### config.mk
export PLATFORM = sky130hd
export DESIGN_NAME = l2_cacheline_adaptor
export DESIGN_NICKNAME = d
export VERILOG_FILES = /design/src/rtl/l2_cacheline_adaptor.sv
export SDC_FILE = /design/constraint.sdc
export NUM_CORES = 1
export LEC_CHECK = 0
export CAP_MARGIN = 20
export CELL_PAD_IN_SITES_DETAIL_PLACEMENT = 0
export CELL_PAD_IN_SITES_GLOBAL_PLACEMENT = 1
export CORE_MARGIN = 5
export CORE_UTILIZATION = 36
export CTS_BUF_LIST = sky130_fd_sc_hd__clkbuf_16
export CTS_CLUSTER_SIZE = 12
export DETAILED_ROUTE_END_ITERATION = 16
export GPL_TIMING_DRIVEN = 1
export HOLD_SLACK_MARGIN = 0.06
export MAX_ROUTING_LAYER = met4
export PLACE_DENSITY = 0.87
export REMOVE_ABC_BUFFERS = 1
export SETUP_SLACK_MARGIN = 0.02
export SLEW_MARGIN = 20
export SYNTH_ARGS = -nofsm -noshare
export SYNTH_HDL_FRONTEND = slang
export SYNTH_SLANG_ARGS = --single-unit
### constraint.sdc
create_clock -name clk -period 3.5 [get_ports clk]
set_input_delay 0.7 -clock clk [delete_from_list [all_inputs] [get_ports clk]]
set_output_delay 0.7 -clock clk [all_outputs]
set_load 0.01 [all_outputs]
### src/rtl/l2_cacheline_adaptor.sv
// Bridges the L2 single-beat line port to a 4-beat 64-bit memory burst bus.
// Reads assemble four beats into one line; writebacks split one line into four beats.
module l2_cacheline_adaptor #(
  parameter int LINE_W  = 256,
  parameter int BURST_W = 64,
  parameter int BEATS   = LINE_W / BURST_W
) (
  input  logic               clk,
  input  logic               rst_n,
  input  logic               line_read,
  input  logic               line_write,
  input  logic [31:0]        line_address,
  input  logic [LINE_W-1:0]  line_wdata,
  output logic [LINE_W-1:0]  line_rdata,
  output logic               line_resp,
  output logic               burst_read,
  output logic               burst_write,
  output logic [31:0]        burst_address,
  output logic [BURST_W-1:0] burst_wdata,
  input  logic [BURST_W-1:0] burst_rdata,
  input  logic               burst_resp
);

  localparam int BEAT_W = $clog2(BEATS);
  localparam int LG_BW  = $clog2(BURST_W);
  localparam int OFF_W  = $clog2(LINE_W / 8);
  localparam logic [BEAT_W-1:0] LAST = BEAT_W'(BEATS - 1);

  typedef enum logic [2:0] {IDLE, RD, RD_DONE, WR, WR_DONE} state_e;

  state_e              state_q, state_d;
  logic [BEAT_W-1:0]   beat_q, beat_d, beat_nxt;
  logic [31:0]         addr_q, addr_d;
  logic [LINE_W-1:0]   wline_q, wline_d;
  logic [LINE_W-1:0]   rline_q, rline_d;
  logic [BURST_W-1:0]  wdata_q, wdata_d;
  logic                resp_q, resp_d;
  logic                rd_q, rd_d;
  logic                wr_q, wr_d;

  assign beat_nxt = beat_q + 1'b1;

  always_comb begin
    state_d = state_q;
    beat_d  = beat_q;
    addr_d  = addr_q;
    wline_d = wline_q;
    rline_d = rline_q;
    wdata_d = wdata_q;
    resp_d  = 1'b0;
    rd_d    = rd_q;
    wr_d    = wr_q;
    unique case (state_q)
      IDLE: begin
        // Writeback is served before the fill so the victim line reaches memory first.
        if (line_write) begin
          addr_d  = {line_address[31:OFF_W], {OFF_W{1'b0}}};
          wline_d = line_wdata;
          wdata_d = line_wdata[BURST_W-1:0];
          beat_d  = '0;
          wr_d    = 1'b1;
          state_d = WR;
        end else if (line_read) begin
          addr_d  = {line_address[31:OFF_W], {OFF_W{1'b0}}};
          beat_d  = '0;
          rd_d    = 1'b1;
          state_d = RD;
        end
      end
      RD: begin
        if (burst_resp) begin
          rline_d[{beat_q, {LG_BW{1'b0}}} +: BURST_W] = burst_rdata;
          beat_d = beat_nxt;
          if (beat_q == LAST) begin
            rd_d    = 1'b0;
            resp_d  = 1'b1;
            state_d = RD_DONE;
          end
        end
      end
      WR: begin
        if (burst_resp) begin
          beat_d = beat_nxt;
          if (beat_q == LAST) begin
            wr_d    = 1'b0;
            resp_d  = 1'b1;
            state_d = WR_DONE;
          end else begin
            wdata_d = wline_q[{beat_nxt, {LG_BW{1'b0}}} +: BURST_W];
          end
        end
      end
      RD_DONE, WR_DONE: state_d = IDLE;
      default:          state_d = IDLE;
    endcase
  end

  always_ff @(posedge clk or negedge rst_n) begin
    if (!rst_n) begin
      state_q <= IDLE;
      beat_q  <= '0;
      addr_q  <= '0;
      wline_q <= '0;
      rline_q <= '0;
      wdata_q <= '0;
      resp_q  <= 1'b0;
      rd_q    <= 1'b0;
      wr_q    <= 1'b0;
    end else begin
      state_q <= state_d;
      beat_q  <= beat_d;
      addr_q  <= addr_d;
      wline_q <= wline_d;
      rline_q <= rline_d;
      wdata_q <= wdata_d;
      resp_q  <= resp_d;
      rd_q    <= rd_d;
      wr_q    <= wr_d;
    end
  end

  assign line_rdata    = rline_q;
  assign line_resp     = resp_q;
  assign burst_read    = rd_q;
  assign burst_write   = wr_q;
  assign burst_address = addr_q;
  assign burst_wdata   = wdata_q;

endmodule

=== After elaboration in Yosys (flattened, before gate mapping) ===
Cells that the tools add are included.

* Flip-flop bits (word level): 616
* Input bits: 357
* Word-level logic and storage cells: 69

* Add/sub/neg operators: 2
* Equality and inequality tests: 13
* Shift-type cells: 3
* Muxes and demuxes: 28
* Reduce and logical (&&, ||, !) cells: 14

{| class="wikitable"
|+ Operators by type and width
! operator !! count
|-
| 256-bit bitwise mux || 1
|-
| 64-bit by 10-bit variable shift with 256-bit output (first input constant) || 1
|-
| 256-bit by 9-bit indexed part select with 64-bit output || 1
|-
| 64-bit by 10-bit indexed part select with 256-bit output || 1
|-
| 64-bit two-way mux || 3
|-
| 64-bit one-hot mux with 2 select lines || 1
|-
| 32-bit two-way mux || 2
|-
| 3-bit two-way mux || 6
|-
| 2-bit != test (second input constant) || 8
|-
| 8-bit negator with 10-bit output || 1
|-
| 5-bit AND reduction || 2
|-
| 3-bit one-hot mux with 3 select lines || 1
|-
| 1-bit two-way mux || 8
|-
| 4-bit AND reduction || 2
|-
| 2-bit nonzero test || 4
|-
| 2-bit two-way mux || 3
|-
| 2-bit AND reduction || 3
|-
| 1-bit one-hot mux with 2 select lines || 2
|-
| 2-bit one-hot mux with 2 select lines || 1
|-
| 3-bit by 1-bit == test with 1-bit output (second input constant) || 1
|-
| 3-bit by 2-bit == test with 1-bit output (second input constant) || 1
|-
| 3-bit logical NOT || 1
|-
| 3-bit != test (second input constant) || 1
|-
| 3-bit AND reduction || 1
|-
| 4 further kinds || 4
|}

=== Longest topological paths before layout ===
Gate-level depths: netlist of the first run.

* Word-level depth: 5
* Gate-level depth with buffers: 11
* Depth with buffers taken out: 6

=== Worst setup path before layout of the first run ===
OpenSTA, ideal clock, no wires.

* Path kind: flip-flop to flip-flop
* Start: reg beat_q[0]
* End: reg wdata_q[13], in the netlist burst_wdata[13]
* Arrival: 2.539 ns
* Slack: 0.842 ns
* Stages on the path, launching flop included: 11
* Buffers on the path: 5
* Period minus slack after synthesis: 2.658 ns
* Cell sequence: dfrtp_1 > buf_2 > buf_4 > buf_2 > inv_1 > ha_1 > buf_2 > clkbuf_1 > mux4_2 > o22ai_1 > nor2_1

* Longest elaborated chain between the ends: 5
* Elaborated cells on any way between the ends: 8
* Those cells by class: 1 x add/sub; 2 x eq/ne; 1 x shift; 3 x mux; 1 x reduce/logical

{| class="wikitable"
|+ RTL lines
! element !! RTL line !! text
|-
| start, declared || 32 || <nowiki>logic [BEAT_W-1:0] beat_q, beat_d, beat_nxt;</nowiki>
|-
| start signal, assigned || 111 || <nowiki>beat_q <= beat_d;</nowiki>
|-
| 2-bit by 1-bit adder with 2-bit output || 41 || <nowiki>assign beat_nxt = beat_q + 1'b1;</nowiki>
|-
| 256-bit by 9-bit indexed part select with 64-bit output || 89 || <nowiki>wdata_d = wline_q[{beat_nxt, {LG_BW{1'b0}}} +: BURST_W];</nowiki>
|-
| 64-bit two-way mux || 84 || <nowiki>if (beat_q == LAST) begin</nowiki>
|-
| 64-bit two-way mux || 82 || <nowiki>if (burst_resp) begin</nowiki>
|-
| 64-bit one-hot mux with 2 select lines || 53 || <nowiki>unique case (state_q)</nowiki>
|-
| end signal, assigned || 115 || <nowiki>wdata_q <= wdata_d;</nowiki>
|-
| end, declared || 36 || <nowiki>logic [BURST_W-1:0] wdata_q, wdata_d;</nowiki>
|}

Parallel ways exist; a longest one is shown, timed or not. The select of a mux whose other input is x is not followed.
A chain may end at the register's enable or synchronous reset.

=== Final worst setup path of the first run ===
* Start: reg wdata_q[41], in the netlist burst_wdata[41]
* End: out burst_wdata[41]

{| class="wikitable"
|+ RTL lines
! element !! RTL line !! text
|-
| end, declared || 19 || <nowiki>output logic [BURST_W-1:0] burst_wdata,</nowiki>
|}

No word-level cell between the ends.

==> flow_summary.toml, run 1 <==
[global_routing]
grt_start_max_net_pins = 106
grt_pass1_wl_um = 128000
grt_pass1_vias = 21100
antenna_found_initial = 25
gr-usage-all-layers = 0.226
grt_overflow = 0

[yosys]
ys_ff_latch = 611
avgSynthCellArea_um2 = 9.42
yosysSeqAreaShare = 0.608
ys_dominant_reg_cell = "dfrtp_1"
synth_area_mm2 = 0.0251
async_reset_ff_frac = 1.00
ys_warn_count = 0
syn_inst = 2668
synth_edf_count = 0
synth.distinct_cells = 33

[sta]
worst_hold_slack_ns = 0.144
fin_tns_setup_ns = 0
maxSlewHeadroom = 0.431
fin_crit_ns = 2.49
slew_viol_final = 0
fmax_mhz = 401
worstMarginPinSlew_ns = 0.854
final-setup-viol-count = 0
rsz0062_at_grt = "no"
timing.final.crit_share = 0.713
hold_viol_final = 0
fin_skew_ns = 0.0201

[power_and_ir_drop]
power_frac_clock = 0.217
p_leak_nw = 16.0
netSwitchingFraction = 0.357
ir_drop_v = 0.000592
total_power_w = 0.0323
p_int_w = 0.0208
p_seq_frac = 0.370
pwr-share-comb = 0.414
switchingPower_w = 0.0115
p_per_area_mw_per_mm2 = 908

[critical_path]
crit_path_cell_trace = "clkdlybuf4s50_1"
r2r_start = "beat_q[0]$_DFFE_PN0P_"
crit_family = "buffers and inverters"
r2r_end = "burst_wdata[62]$_DFFE_PN0P_"
crit_type = "register to output pin"
timing.critical_path.from = "burst_wdata[41]$_DFFE_PN0P_"
cp.arrival_ns = 1.79
critPathMaxFanout = 2
cp_slowest_cell = "clkdlybuf4s50_1"
reg2regPathDepth = 6
r2r_slack_ns = 1.14
slowest_delay_ns = 0.87
crit_required_ns = 2.80
cp_num_buf_inv = 1
worstSetupEndpointType = "output pin"
start_kind = "register"

[floorplanning]
coreArea_mm2 = 0.0689
pin_count = 712
start_util = 0.365
die_x_um = 274
dieArea_mm2 = 0.0752
die_y_um = 274
placementRows = 96

[clock_tree]
clk_latency_ns = 0.59
htreeDepth = 3
clkSinkCount = 611
ctsResizeCount = 0
cts_hold_buf = 0
numCtsBuffers = 69
clkTransAtPathRegs_ns = 0.06
cts_tree = "yes"
postCtsSetupRepairBufs = 0
cts-root-buf = "clkbuf_16"
clockBufferDepth = 3

[layout]
fin_util = 0.517
design_area_mm2 = 0.0356
fill_cells = 6390
drive_above_1_share = 0.0732
area_delta_synth_final_pct = 41.7
num-nets-final = 3672

[place]
placed_cell_area_mm2 = 0.0334
finalWeightedCongestion = 0.838
hpwl_um = 58900
io_buffer_count = 701

[routing]
initialDrtViolationCount = 1411
vias = 20700
dr.pass1.iters = 5
wire_per_inst_um = 19.6
drc = 0
vias_per_cell = 4.80
wl_met3_um = 8400
top_layer = "met4"
wl_met1_um = 33200
wl_um = 84500
drtAntennaViolNets = 0
wl_met2_um = 40200

[outcome]
outcome = "completed"

[worst_hold_path]
hold_class = "input port to async pin"

[job]
cap_violations = 0
## cells by family (layout without fill, tap and decap cells)
logic type                 count (synthesis)  count (layout)  share of synthesized area
adders and majority gates                  6               6                    0.00299
and+or+nand+nor                         1440            1440                      0.217
other                                      1              29                   0.000149
DFF                                      611             611                      0.608
AOI/OAI and AO/OA                        329             329                     0.0694
buffers and inverters                    188             877                     0.0319
muxes                                     93              93                     0.0702
## layer usage
| layer | vias up | GRT usage |
|---|---|---|
| li1 | 9907 | - |
| met1 | 9896 | 0.274 |
| met2 | 776 | 0.360 |
| met3 | 126 | 0.0731 |
| met4 | 0 | 0.0769 |
| met5 | - | - |
## synthesized netlist by cell type, types with 3 or more instances
| cell type | count | area share |
|---|---|---|
| buf_2 | 53 | 0.011 |
| buf_1 | 23 | 0.0034 |
| nor2_1 | 134 | 0.020 |
| o22ai_1 | 64 | 0.016 |
| nand2_1 | 1290 | 0.19 |
| nor3_1 | 3 | 0.00060 |
| a21oi_1 | 3 | 0.00060 |
| clkbuf_1 | 100 | 0.015 |
| buf_4 | 8 | 0.0024 |
| inv_1 | 4 | 0.00060 |
| o21ai_0 | 257 | 0.051 |
| dfrtp_1 | 611 | 0.61 |
| ha_1 | 6 | 0.0030 |
| mux2_2 | 27 | 0.012 |
| mux4_2 | 64 | 0.057 |
## cell usage in the layout (no fill, tap or decap), drive strengths merged
master | netlist | layout
clkbuf | 100 | 70
buf | 84 | 50
mux4 | 64 | 64
or3b | 1 | 1
nor3 | 4 | 4
nand2b | 2 | 2
mux2 | 27 | 27
nor4b | 1 | 1
nand3 | 1 | 1
inv | 4 | 23
and2 | 1 | 1
o21a | 1 | 1
clkdlybuf4s50 | 0 | 700
bufinv | 0 | 5
o22ai | 64 | 64
a21oi | 4 | 4
and4bb | 1 | 1
and3 | 1 | 1
o21ai | 257 | 257
conb | 1 | 5
nor2b | 1 | 1
ha | 6 | 6
a31oi | 2 | 2
diode | 0 | 24
nand2 | 1290 | 1290
nor2 | 134 | 134
or2 | 1 | 1
clkinv | 0 | 29
nand4b | 1 | 1
a21o | 1 | 1
nor3b | 1 | 1
mux2i | 2 | 2
dfrtp | 611 | 611
## per-stage QoR
step | setup WS, ns | std cells
after global placement | 0.675 | 4169
after CTS | 0.940 | 4292
after global routing | 0.872 | 4316
after floorplan | -6.61 | 2488
final | 1.01 | 4316
after detailed placement | 0.665 | 4169
## cell type report
| cell class | count | area (um^2) | area share |
|---|---|---|---|
| repair buffers | 750 | 7780 | 0.218 |
| multi-input cells | 1873 | 9150 | 0.257 |
| clock buffers | 70 | 1750 | 0.0492 |
| flip-flops and latches | 611 | 15300 | 0.429 |
| clock inverters | 53 | 424 | 0.0119 |
| diodes | 24 | 60.1 | 0.00169 |
| well taps | 931 | 1160 | 0.0327 |
| inverters | 4 | 15.0 | 0.000421 |
## power groups by stage
stage          sequential (W)  clock [W]  combinational [W]
2_1_floorplan          0.0126          0            0.00626
3_3_place_gp           0.0119          0             0.0134
3_5_place_dp           0.0120          0             0.0136
4_1_cts                0.0120    0.00720             0.0136
5_1_grt                0.0123    0.00750             0.0147
6_report               0.0120    0.00701             0.0134
## registers in the layout (all words and copies together), names as in the netlist, 2 cells and up
register,count
wline_q,256
burst_wdata,64
beat_q,2
burst_address,27
line_rdata,256
state_q,3
## how the worst max path moves through the flow
stage                                        to  slack, ns  cells past startpoint
floorplan           line_rdata[128]$_DFFE_PN0P_      -6.61                      5
global placement     line_rdata[92]$_DFFE_PN0P_       0.68                      6
detailed placement   line_rdata[99]$_DFFE_PN0P_       0.66                      6
CTS                             burst_wdata[41]       0.94                      1
global route        line_rdata[126]$_DFFE_PN0P_       0.87                      6
finish                          burst_wdata[41]       1.01                      1
No activity file was read; power rests on OpenSTA's default activity.
==> run 2, diff against run 1 <==
==> constraint.sdc (replaced) <==
create_clock -name clk -period 2.55 [get_ports clk]
set_input_delay 0.51 -clock clk [delete_from_list [all_inputs] [get_ports clk]]
set_output_delay 0.51 -clock clk [all_outputs]
set_load 0.01 [all_outputs]
==> run 2 against run 1 <==
  * Register-to-register slack worse by 0.80 ns
  * Critical path depth did not move
  * Clock skew grew 0.0054 ns
  * Cell count increased by 0.97%
  * Via count increased by 1.5%
  * Sequential cell count unchanged
==> flow_summary.toml, run 2 (synthesized netlist as in run 1, its figures left out) <==
[outcome]
outcome = "completed"

[power_and_ir_drop]
p_leak_nw = 16.2
switchingPower_w = 0.0160
p_seq_frac = 0.370
netSwitchingFraction = 0.358
p_per_area_mw_per_mm2 = 1240
pwr-share-comb = 0.427
power_frac_clock = 0.203
ir_drop_v = 0.000599
total_power_w = 0.0446
p_int_w = 0.0286

[place]
dp_cells = 4217
pre_cts_ws_ns = 0.242
finalWeightedCongestion = 0.885
io_buffer_count = 701
hpwl_um = 62500

[critical_path]
crit_path_cell_trace = "clkdlybuf4s50_1"
cp.arrival_ns = 1.71
endpoint = "burst_wdata[41]"
cp_num_buf_inv = 1
slowest_delay_ns = 0.78
path_depth = 1
crit_required_ns = 2.04
r2r_slack_ns = 0.34
timing.critical_path.from = "burst_wdata[41]$_DFFE_PN0P_"
crit_type = "register to output pin"
critPathMaxFanout = 2
r2r_end = "burst_wdata[35]$_DFFE_PN0P_"
r2r_start = "beat_q[0]$_DFFE_PN0P_"
worstSetupEndpointType = "output pin"
reg2regPathDepth = 7
cp_slowest_cell = "clkdlybuf4s50_1"
crit_family = "buffers and inverters"
start_kind = "register"

[layout]
layout_common_cells = "nand2_1 (1,285), clkdlybuf4s50_1 (700), dfrtp_1 (610)"
final_common_cell = "nand2_1"
drive_above_1_share = 0.0846
num-nets-final = 3720
area_delta_synth_final_pct = 43.2
stdcell_count = 4358

[sta]
fin_ws_ns = 0.333
fin_skew_ns = 0.0254
final-setup-viol-count = 0
maxSlewHeadroom = 0.526
slew_viol_final = 0
hold_viol_final = 0
fin_crit_ns = 2.22
worstMarginPinSlew_ns = 0.711
rsz0062_at_grt = "no"
timing.final.crit_share = 0.869
fmax_mhz = 451

[global_routing]
grt_pass1_wl_um = 130000
grt_overflow = 0
grt_pass1_vias = 21400
gr-usage-all-layers = 0.231
grt_start_max_net_pins = 74
antenna_found_initial = 21

[clock_tree]
clk_latency_ns = 0.59
clkTransAtPathRegs_ns = 0.06
cts-root-buf = "clkbuf_16"
numCtsBuffers = 68
clockBufferDepth = 3
cts_tree = "yes"
ctsResizeCount = 0
htreeDepth = 3
clkSinkCount = 611

[routing]
wire_per_inst_um = 19.9
vias = 21000
wl_um = 86500
drc = 0
drtAntennaViolNets = 0
initialDrtViolationCount = 1197
dr.pass1.iters = 5
vias_per_cell = 4.82

[floorplanning]
die_x_um = 274
placementRows = 96
die_y_um = 274
coreArea_mm2 = 0.0689
dieArea_mm2 = 0.0752
start_util = 0.365
pin_count = 712

[job]
cap_violations = 0

[worst_hold_path]
hold_class = "input port to register"
run 2: cell types whose count changed in the layout (fill, tap and decap cells not counted):
cell,change
clkinv_8,-1
clkinv_16,-1
clkinv_1,-1
inv_1,+2
dlygate4sd3_1,+1
diode_2,-2
clkinv_2,-1
bufinv_16,-4
buf_4,+36
inv_6,-1
clkinv_4,+2
buf_12,+12
run 2: worst min-delay path by stage:
stage                                  start                        to  slack (ns)  cells after the start
floorplan                              rst_n     beat_q[0]$_DFFE_PN0P_        0.21                      0
global placement    wline_q[218]$_DFFE_PN0P_  wline_q[218]$_DFFE_PN0P_        0.45                      2
detailed placement  wline_q[211]$_DFFE_PN0P_  wline_q[211]$_DFFE_PN0P_        0.46                      2
CTS                          line_wdata[139]  wline_q[139]$_DFFE_PN0P_        0.39                      3
global route                 line_wdata[247]  wline_q[247]$_DFFE_PN0P_        0.42                      3
finish                       line_wdata[221]  wline_q[221]$_DFFE_PN0P_        0.44                      3
run 2: layout make-up:
type	instances	area [um^2]
tap	931	1160
inverter	4	15.0
antenna	22	55.1
clock buffer	70	1750
multi-input combinational	1873	9150
timing repair buffer	799	8300
clock inverter	48	265
sequential	611	15300
fill	6312	33000
run 2: power by group through the flow:
stage | clock, W | combinational [W] | sequential (W)
after floorplan | 0 | 0.00849 | 0.0172
after global placement | 0 | 0.0190 | 0.0164
after detailed placement | 0 | 0.0193 | 0.0166
after CTS | 0.00930 | 0.0193 | 0.0165
after global routing | 0.00968 | 0.0208 | 0.0170
final | 0.00906 | 0.0191 | 0.0165
run 2: what timing repair did:
item | in CTS | in global routing
setup endpoints to repair | 0 | 0
hold buffers | 1 | 0
endpoints found under the hold margin | 27 | 0
setup buffers | 0 | 0
run 2: routing by layer:
layer / track usage / wire [um]
met5: - / 0
met4: 0.0682 / 2230
met3: 0.0682 / 7750
met2: 0.377 / 42000
met1: 0.279 / 34600
run 2: through the flow:
step	TNS [ns]	hold WS [ns]	util	cell area [um^2]
detailed placement	0	0.456	0.492	33900
global placement	0	0.453	0.492	33900
global route	0	0.419	0.522	36000
floorplan	-3018.18	0.214	-	24400
CTS	0	0.393	0.521	35900
finish	0	0.443	0.522	36000
